## config.mk

```make
export PLATFORM = sky130hd
export DESIGN_NAME = axi4l_master_bridge
export DESIGN_NICKNAME = d
export VERILOG_FILES = /design/src/rtl/axi4l_master_bridge.sv
export SDC_FILE = /design/constraint.sdc
export NUM_CORES = 1
export LEC_CHECK = 0
export CAP_MARGIN = 20
export CORE_MARGIN = 2
export CORE_UTILIZATION = 44
export DETAILED_ROUTE_END_ITERATION = 8
export PLACE_DENSITY = 0.86
export SLEW_MARGIN = 5
export SYNTH_ARGS = -nofsm -noshare
export SYNTH_HDL_FRONTEND = slang
export SYNTH_SLANG_ARGS = --single-unit
```

## constraint.sdc

```tcl
create_clock -name clk -period 3.32 [get_ports clk]
set_input_delay 0.996 -clock clk [delete_from_list [all_inputs] [get_ports clk]]
set_output_delay 0.996 -clock clk [all_outputs]
set_load 0.03 [all_outputs]
```

## src/rtl/axi4l_master_bridge.sv

```systemverilog
// axi4l_master_bridge: single-outstanding core load/store commands to an AXI4-Lite master (AW/W/AR/R, no B)
// Ports:
//   clk, rst                 clock, synchronous active-high reset
//   cmd_valid/cmd_ready      core command handshake; cmd_ready is high only in IDLE
//   cmd_addr/we/wdata/wstrb  command payload, latched on acceptance
//   rsp_valid/rsp_ready      core response handshake
//   rsp_rdata/rsp_err        read data (0 for writes and errors), misalignment error
//   m_axi_aw*/w*/ar*/r*      AXI4-Lite master channels
module axi4l_master_bridge #(
    parameter int ADDR_W = 32,
    parameter int DATA_W = 32
) (
    input  logic              clk,
    input  logic              rst,
    input  logic              cmd_valid,
    output logic              cmd_ready,
    input  logic [ADDR_W-1:0] cmd_addr,
    input  logic              cmd_we,
    input  logic [DATA_W-1:0] cmd_wdata,
    input  logic [3:0]        cmd_wstrb,
    output logic              rsp_valid,
    input  logic              rsp_ready,
    output logic [DATA_W-1:0] rsp_rdata,
    output logic              rsp_err,
    output logic [ADDR_W-1:0] m_axi_awaddr,
    output logic              m_axi_awvalid,
    input  logic              m_axi_awready,
    output logic [DATA_W-1:0] m_axi_wdata,
    output logic [3:0]        m_axi_wstrb,
    output logic              m_axi_wvalid,
    input  logic              m_axi_wready,
    output logic [ADDR_W-1:0] m_axi_araddr,
    output logic              m_axi_arvalid,
    input  logic              m_axi_arready,
    input  logic [DATA_W-1:0] m_axi_rdata,
    input  logic              m_axi_rvalid,
    output logic              m_axi_rready
);
    typedef enum logic [2:0] {IDLE, WR, RD_A, RD_D, RSP} state_t;
    state_t state;
    logic [ADDR_W-1:0] word_addr;
    assign word_addr = {cmd_addr[ADDR_W-1:2], 2'b00};
    assign cmd_ready = state == IDLE;
    always_ff @(posedge clk) begin
        if (rst) begin
            state         <= IDLE;
            m_axi_awvalid <= 1'b0;
            m_axi_wvalid  <= 1'b0;
            m_axi_arvalid <= 1'b0;
            m_axi_rready  <= 1'b0;
            rsp_valid     <= 1'b0;
            rsp_err       <= 1'b0;
            rsp_rdata     <= '0;
            m_axi_awaddr  <= '0;
            m_axi_araddr  <= '0;
            m_axi_wdata   <= '0;
            m_axi_wstrb   <= '0;
        end else begin
            case (state)
                IDLE: if (cmd_valid) begin
                    if (cmd_addr[1:0] != 2'b00) begin
                        rsp_valid <= 1'b1;
                        rsp_err   <= 1'b1;
                        rsp_rdata <= '0;
                        state     <= RSP;
                    end else if (cmd_we) begin
                        m_axi_awaddr  <= word_addr;
                        m_axi_wdata   <= cmd_wdata;
                        m_axi_wstrb   <= cmd_wstrb;
                        m_axi_awvalid <= 1'b1;
                        m_axi_wvalid  <= 1'b1;
                        state         <= WR;
                    end else begin
                        m_axi_araddr  <= word_addr;
                        m_axi_arvalid <= 1'b1;
                        state         <= RD_A;
                    end
                end
                WR: begin
                    // each channel retires on its own ready; the write is done once neither valid remains pending
                    if (m_axi_awready) m_axi_awvalid <= 1'b0;
                    if (m_axi_wready) m_axi_wvalid <= 1'b0;
                    if ((m_axi_awready || !m_axi_awvalid) && (m_axi_wready || !m_axi_wvalid)) begin
                        rsp_valid <= 1'b1;
                        rsp_err   <= 1'b0;
                        rsp_rdata <= '0;
                        state     <= RSP;
                    end
                end
                RD_A: if (m_axi_arready) begin
                    m_axi_arvalid <= 1'b0;
                    m_axi_rready  <= 1'b1;
                    state         <= RD_D;
                end
                RD_D: if (m_axi_rvalid) begin
                    m_axi_rready <= 1'b0;
                    rsp_valid    <= 1'b1;
                    rsp_err      <= 1'b0;
                    rsp_rdata    <= m_axi_rdata;
                    state        <= RSP;
                end
                RSP: if (rsp_ready) begin
                    rsp_valid <= 1'b0;
                    state     <= IDLE;
                end
                default: state <= IDLE;
            endcase
        end
    end
endmodule

```

After elaboration in Yosys (flattened, before gate mapping)
Index checks and enable logic that the tools add are counted.
{ "classes": {"n_eq_ne": 15, "mux": 36, "bitwise_logic": 2, "n_reduce_logical": 21} }
{ "op_table": {"columns": ["cell", "count"], "rows": [
  ["$mux 32", 4],
  ["$pmux 32 s3", 1],
  ["$reduce_and 5->1", 5],
  ["$mux 3", 6],
  ["$ne 2x2->1 const B", 9],
  ["$mux 1", 17],
  ["$pmux 3 s5", 1],
  ["$pmux 1 s2", 4],
  ["$reduce_and 4->1", 2],
  ["$reduce_bool 2->1", 4],
  ["$eq 3x2->1 const B", 2],
  ["$reduce_and 6->1", 1],
  ["$ne 2x1->1 const B", 2],
  ["$pmux 1 s4", 1],
  ["$reduce_bool 4->1", 1],
  ["$eq 3x1->1 const B", 1],
  ["$eq 3x3->1 const B", 1],
  ["$logic_not 3->1", 1],
  ["$pmux 1 s3", 1],
  ["$reduce_and 3->1", 1],
  ["$reduce_bool 3->1", 1],
  ["$logic_not 1->1", 2],
  ["$logic_or 1x1->1", 2],
  ["$mux 2", 1],
  ["2 further kinds", 3]
]} }
{ "totals": {"reg_bits": 137, "input_bits": 109, "output_inout_bits": 139, "word_cells": 86} }

Longest topological paths before layout
Gate-level depths: netlist of run 1.
{ "depth": {"word_depth": 5, "mapped_depth": 7, "mapped_depth_nobuf": 4} }

Worst setup path before layout of run 1
Ideal clock, no wire load.
{ "synth_timing": {"path_type": "input to register", "startpoint": "input m_axi_wready", "endpoint": "register rsp_rdata[0]", "setup_ns": 0.119, "arrival_time_ns": 2.138, "required_time_ns": 3.201, "setup_slack_ns": 1.064, "path_stages": 6, "path_buffers": 2, "path_cell_list": "nor2b_1 -> o311a_1 -> or3_1 -> buf_6 -> buf_8 -> mux2i_1"} }
{ "synth_between": {"elab_chain_cells": 4} }
{ "synth_rtl": {"columns": ["item", "line_no", "source"], "rows": [
  ["start: declaration", "31", "input logic m_axi_wready,"],
  ["$logic_or 1x1->1", "83", "if ((m_axi_awready || !m_axi_awvalid) && (m_axi_wready || !m_axi_wvalid)) begin"],
  ["$logic_and 1x1->1", "83", null],
  ["$ne 2x2->1 (no source line)", null, null],
  ["$reduce_and 5->1 (no source line)", null, null],
  ["end signal: assignment", "99", "rsp_rdata <= m_axi_rdata;"],
  ["end: declaration", "23", "output logic [DATA_W-1:0] rsp_rdata,"]
]} }
No other way between the ends.
A chain may end at the register's enable or synchronous reset.

Worst setup path after layout of run 1
{ "layout_timing": {"startpoint": "register state[2]", "endpoint": "output cmd_ready"} }
{ "layout_between": {"elab_chain_cells": 1} }
{ "layout_rtl": {"columns": ["item", "line_no", "source"], "rows": [
  ["start: declaration", "40", "state_t state;"],
  ["start signal: assignment", "46", "state <= IDLE;"],
  ["start signal: assignment", "65", "state <= RSP;"],
  ["start signal: assignment", "72", "state <= WR;"],
  ["$logic_not 3->1", "43", "assign cmd_ready = state == IDLE;"],
  ["end: declaration", "16", "output logic cmd_ready,"]
]} }
No other way between the ends.

==> run_results.csv, run 1 <==
group,metric,value,unit
setup_path,start_kind,"flip-flop",
yosys,netlist_instances,619,
route,avgViaCountPerCell,5.01,
cells_and_area,finalNonFillerCells,1000,
global_route,grt_pass1_wl,24.7,mm
sta,setup_violations,0,
setup_path,arrival,1940,ps
route,via_count,5012,
yosys,async_flop_share,0,%
yosys,syn_area_per_cell,8.32,µm²
setup_path,end_kind,"primary output",
clock_tree,numClockSinks,137,
setup_path,worstSetupPathType,"reg2out",
route,drt_wl_total,15.7,mm
yosys,synth_seq_area_share,53.3,%
setup_path,worstReg2RegEnd,"rsp_rdata[4]",
power_and_ir_drop,leakage,2.94,nW
clock_tree,worstSkewPairLatency,420,ps
global_route,grt_max_degree,91,
cells_and_area,layout_commonest_cell,"clkdlybuf4s50_1",
floorplan,die_x,112,µm
cells_and_area,final_core_util,71.9,%
clock_tree,path_clk_slew,60,ps
setup_path,r2r-start,"state[1]",
placed_design,hpwlAfterDp,10.9,mm
yosys,ys_warn_count,0,
clock_tree,cts_inserted_buffers,17,
yosys,synth_cell_types,36,
cells_and_area,final_cell_mix,"242 x clkdlybuf4s50_1, 227 x nand2_1, 137 x dfxtp_1",
route,route.antenna.remaining_nets,0,
sta,worst_pin_slew,849,ps
setup_path,cp_data_required_time,2320,ps
setup_path,crit_end,"cmd_ready",
setup_path,r2r_cells,5,
yosys,synth_area_leaders,"dfxtp_1 53%, nand2_1 17%, a21oi_1 9.7%, mux2i_1 6.2%, nand2b_1 4.0%",
floorplan,die_h,112,µm
yosys,synth_top_area_share,53.3,%
cells_and_area,antenna_cells,0,
run_status,run_status,"finished clean",
job,maxCapViolCount,0,
cells_and_area,syn2layout_area_growth,59.5,%
clock_tree,htree_levels,4,
setup_path,critPathMaxFanout,10,
route,drc,0,
power_and_ir_drop,p_per_area,501,mW/mm²
clock_tree,cts_setup_buffers,0,
sta,fin_skew,6.20,ps
global_route,antenna_found_initial,0,
floorplan,start_util,45.1,%
floorplan,dieArea,0.0126,mm²
global_route,grt_usage,24.5,%
clock_tree,cts-root-buf,"clkbuf_16",
placed_design,place_inst,968,
route,initialDrtViolationCount,319,
sta,rsz0062_at_grt,"false",
route,first_pass_iters,5,
sta,fmax,0.340,GHz
setup_path,startpoint,"state[2]",
sta,period_needed,2940,ps
yosys,synth_edf_count,0,
yosys,ys_seq_elements,137,
yosys,syn-cell-area,0.00515,mm²
sta,post-route-period-util,88.6,%
clock_tree,cts_hold_buf,0,
placed_design,io_buffers,243,
cells_and_area,layout-drive-gt1-share,5.48,%
route,wl_per_cell,15.7,µm
placed_design,routabilityCongestion,0.899,
sta,drv_slew,0,
clock_tree,cts_resized,0,
global_route,grt_pass1_vias,5096,
power_and_ir_drop,power,4.11,mW
global_route,overflow,0,
sta,relSlewSlack,43.4,%
yosys,yosys.area.top_type,"dfxtp_1",
cells_and_area,nets,953,
worst_hold_path,hold_path.class,"reg2reg",
sta,tns,0,ps
setup_path,r2r_slack,1280,ps
floorplan,fp-row-count,39,
clock_tree,cts_tree,"yes",
yosys,dominantRegCellSynth,"dfxtp_1",
clock_tree,cts_buffer_depth,2,
power_and_ir_drop,peakVddDrop,409,µV
floorplan,core,0.0114,mm²
sta,hold_violations,0,
floorplan,io-pin-count,248,
-- per-layer routing --
metal / wire length, µm / part of all wire, % / global-route usage (%) / vias to the layer above
met5: 0 / 0 / 0 / -
met1: 6060 / 39 / 25.9 / 2327
met2: 8000 / 51 / 43.8 / 201
li1: - / - / - / 2449
met3: 1120 / 7.1 / 7.56 / 35
met4: 493 / 3.1 / 12.8 / 0
-- worst min path at each step --
stage                      from               end  depth (start not counted)
3_3_place_gp   m_axi_awaddr[23]  m_axi_awaddr[23]                          2
6_report         m_axi_wstrb[3]    m_axi_wstrb[3]                          2
4_1_cts        m_axi_awaddr[22]  m_axi_awaddr[22]                          2
3_5_place_dp   m_axi_awaddr[22]  m_axi_awaddr[22]                          2
2_1_floorplan  m_axi_araddr[31]  m_axi_araddr[31]                          2
5_1_grt        m_axi_awaddr[22]  m_axi_awaddr[22]                          2
-- logic make-up (layout without fill, tap and decap cells) --
logic type	Yosys count	count (layout)	synth area share, %
AO/OA/AOI/OAI	112	112	11.5
multiplexers	32	32	6.22
other	1	4	0.0728
AND/OR/NAND/NOR	285	285	23.6
buffers and inverters	52	287	5.32
flip-flops	137	137	53.3
-- metrics by stage --
step | hold WS (ps) | setup WS [ps] | area, µm²
6_report | 452 | 379 | 8210
5_1_grt | 471 | 280 | 8210
4_1_cts | 453 | 365 | 8210
3_5_place_dp | 447 | 262 | 7580
3_3_place_gp | 441 | 342 | 7580
2_1_floorplan | 583 | 1060 | 5160
-- area by class of cell --
class                   count  area, µm²
clock buffers              20        457
clock inverters            12        173
fillers                   860       3210
inverters                   3       11.3
multi-input cells         433       2150
flip-flops and latches    137       2740
well taps                 143        179
repair buffers            252       2500
-- synth_stat cells, types with 2 or more instances --
cell type / number
buf_2: 7
a21oi_1: 100
mux2i_1: 32
nor3_1: 3
buf_4: 5
inv_1: 3
dfxtp_1: 137
nand2_1: 227
nand2b_1: 33
a31oi_1: 2
nor2b_1: 5
buf_12: 2
o21a_1: 2
a221oi_1: 2
nor2_1: 5
clkbuf_1: 33
and2_1: 2
-- where the power goes --
part           total, mW  switching (mW)  internal, mW  leakage (nW)
combinational      0.431           0.211         0.220          1.53
clock               1.98           0.692          1.29         0.294
sequential          1.70          0.0225          1.68          1.11
total               4.11           0.926          3.19          2.94
-- critical path, cell delays in order (launching register included) --
cell and delay [ps]:
dfxtp_1 410, nor3_2 360, clkdlybuf4s50_1 760
-- sequential cells by signal (all words and copies together) (netlist names), 3 cells and up --
register,count
state,3
m_axi_wdata,32
rsp_rdata,32
m_axi_araddr,30
m_axi_awaddr,30
m_axi_wstrb,4
Power figures use the tool's default switching activity.
==> run 2, diff against run 1 <==
--- a/config.mk
+++ b/config.mk
@@ -5,6 +5,7 @@
 export SDC_FILE = /design/constraint.sdc
 export NUM_CORES = 1
 export LEC_CHECK = 0
+export ABC_CLOCK_PERIOD_IN_PS = 3320
 export CAP_MARGIN = 20
 export CORE_MARGIN = 2
 export CORE_UTILIZATION = 44
==> results of run 2 <==
The final DEF is identical to that of run 1; final timing and power are the same.
==> run 3, diff against run 2 <==
--- a/config.mk
+++ b/config.mk
@@ -5,10 +5,11 @@
 export SDC_FILE = /design/constraint.sdc
 export NUM_CORES = 1
 export LEC_CHECK = 0
-export ABC_CLOCK_PERIOD_IN_PS = 3320
+export ABC_CLOCK_PERIOD_IN_PS = 3800
 export CAP_MARGIN = 20
 export CORE_MARGIN = 2
 export CORE_UTILIZATION = 44
+export CTS_CLUSTER_SIZE = 30
 export DETAILED_ROUTE_END_ITERATION = 8
 export PLACE_DENSITY = 0.86
 export SLEW_MARGIN = 5
==> constraint.sdc (replaced) <==
create_clock -name clk -period 3.8 [get_ports clk]
set_input_delay 0.95 -clock clk [delete_from_list [all_inputs] [get_ports clk]]
set_output_delay 0.95 -clock clk [all_outputs]
set_load 0.03 [all_outputs]
==> run 3 against run 2 <==
Against the previous run: sequential power down 13%; wire length up 0.34%; first-iteration DRC count up 4.7%; utilization down 0.30 points; clock power down 16%; global-route usage up 0.36 points; total power down 14%; worst hold slack better by 1.5 ps; via count up 1.3%; cell count down 0.10%; die area unchanged; clock-buffer cell count down 2; critical endpoint unchanged.
==> run_results.csv, run 3 (synthesis results as in run 1) <==
group,metric,value,unit
run_status,run_status,"finished clean",
placed_design,place_inst,967,
setup_path,critPathMaxFanout,10,
floorplan,die_x,112,µm
clock_tree,cts_inserted_buffers,17,
clock_tree,cts_setup_buffers,0,
clock_tree,cts_tree,"yes",
global_route,grt_max_degree,64,
power_and_ir_drop,power_frac_seq,42.1,%
cells_and_area,final_cell_mix,"242 x clkdlybuf4s50_1, 227 x nand2_1, 137 x dfxtp_1",
sta,fin_skew,7.75,ps
route,wl_per_cell,15.7,µm
clock_tree,cts_buffer_depth,2,
floorplan,dieArea,0.0126,mm²
sta,worst_pin_slew,979,ps
sta,timing.hold.ws,454,ps
sta,setup_violations,0,
setup_path,worstSetupPathType,"reg2out",
floorplan,fp-row-count,39,
floorplan,die_h,112,µm
cells_and_area,nets,952,
power_and_ir_drop,pwr-share-clk,47.2,%
setup_path,end_kind,"primary output",
placed_design,dp_slack,600,ps
power_and_ir_drop,intPower,2.69,mW
setup_path,crit_buf_inv,1,
power_and_ir_drop,pwr-share-comb,10.7,%
clock_tree,numClockSinks,137,
sta,fmax,0.348,GHz
sta,period_needed,2880,ps
cells_and_area,layout-drive-gt1-share,5.37,%
clock_tree,cts_hold_buf,0,
setup_path,cp_cell_sequence,"nor3_2, clkdlybuf4s50_1",
sta,fin_ws,924,ps
global_route,overflow,0,
setup_path,slowest_delay,760,ps
worst_hold_path,hold_path.class,"reg2reg",
clock_tree,cts-root-buf,"clkbuf_16",
placed_design,hpwlAfterDp,11.0,mm
sta,rsz0062_at_grt,"false",
route,avgViaCountPerCell,5.08,
power_and_ir_drop,swShare,23.6,%
floorplan,start_util,45.1,%
global_route,grt_usage,24.9,%
job,maxCapViolCount,0,
setup_path,crit_family,"buffers and inverters",
clock_tree,htree_levels,4,
floorplan,core,0.0114,mm²
power_and_ir_drop,leakage,2.92,nW
sta,post-route-period-util,75.7,%
power_and_ir_drop,peakVddDrop,284,µV
power_and_ir_drop,p_per_area,431,mW/mm²
clock_tree,worstSkewPairLatency,410,ps
setup_path,cp_slowest_cell,"clkdlybuf4s50_1",
route,drc,0,
sta,tns,0,ps
cells_and_area,antenna_cells,0,
setup_path,start_kind,"flip-flop",
clock_tree,cts_resized,0,
global_route,antenna_found_initial,0,
placed_design,routabilityCongestion,0.830,
placed_design,io_buffers,243,
cells_and_area,finalNonFillerCells,999,
clock_tree,path_clk_slew,60,ps
route,first_pass_iters,4,
route,initialDrtViolationCount,334,
power_and_ir_drop,power.switching,0.829,mW
global_route,grt_pass1_vias,5246,
floorplan,io-pin-count,248,
setup_path,arrival,1930,ps
cells_and_area,reg_top3,"m_axi_wdata (32), rsp_rdata (32)",
route,route.antenna.remaining_nets,0,
sta,drv_slew,0,
sta,relSlewSlack,34.8,%
power_and_ir_drop,power,3.52,mW
sta,hold_violations,0,
route,via_count,5079,
setup_path,cp_data_required_time,2850,ps
cells_and_area,syn2layout_area_growth,58.8,%
cells_and_area,layout_commonest_cell,"clkdlybuf4s50_1",
global_route,grt_pass1_wl,25.1,mm
route,drt_wl_total,15.7,mm
## run 3: changes by cell type in the layout (fill, tap and decap cells not counted)
cell / change
buf_4: -1
bufinv_16: -1
clkbuf_8: -2
clkinv_2: -1
clkinv_4: +3
clkinvlp_4: -1
inv_6: +2
## run 3: final cells by class
type / count / area (µm²)
clock inverters: 14 / 174
fillers: 860 / 3240
inverters: 3 / 11.3
flip-flops and latches: 137 / 2740
clock buffers: 18 / 429
repair buffers: 251 / 2490
multi-input cells: 433 / 2150
well taps: 143 / 179
## run 3: path summary, 6_finish.rpt
kind	from	to	slack [ps]	cells after the start
setup reg to reg	state[1]	rsp_rdata[26]	1600	3
setup / recovery	state[2]	cmd_ready	920	2
hold / removal	m_axi_araddr[26]	m_axi_araddr[26]	450	2
hold reg to reg	m_axi_araddr[26]	m_axi_araddr[26]	450	2
## run 3: metal layers
metal	vias to the layer above	track usage [%]	routed length, µm
li1	2446	-	-
met1	2359	26.3	5900
met2	223	43.0	7850
met3	51	8.69	1280
met4	0	14.2	694
met5	-	0	0
## run 3: worst min-delay path: stages, from the launching register on
cell and delay (ps):
dfxtp_1 310, nand2_1 50, a21oi_1 50
## run 3: power groups by stage
| stage | sequential, mW | combinational, mW | clock, mW |
|---|---|---|---|
| final | 1.48 | 0.376 | 1.66 |
| after global routing | 1.49 | 0.401 | 1.76 |
| after CTS | 1.48 | 0.377 | 1.69 |
| after detailed placement | 1.51 | 0.374 | 0 |
| after global placement | 1.51 | 0.368 | 0 |
| after floorplan | 1.56 | 0.148 | 0 |
## run 3: through the flow
stage	util, %	area [µm²]
2_1_floorplan	-	5160
3_3_place_gp	66.3	7570
3_5_place_dp	66.3	7570
4_1_cts	71.6	8180
5_1_grt	71.6	8180
6_report	71.6	8180
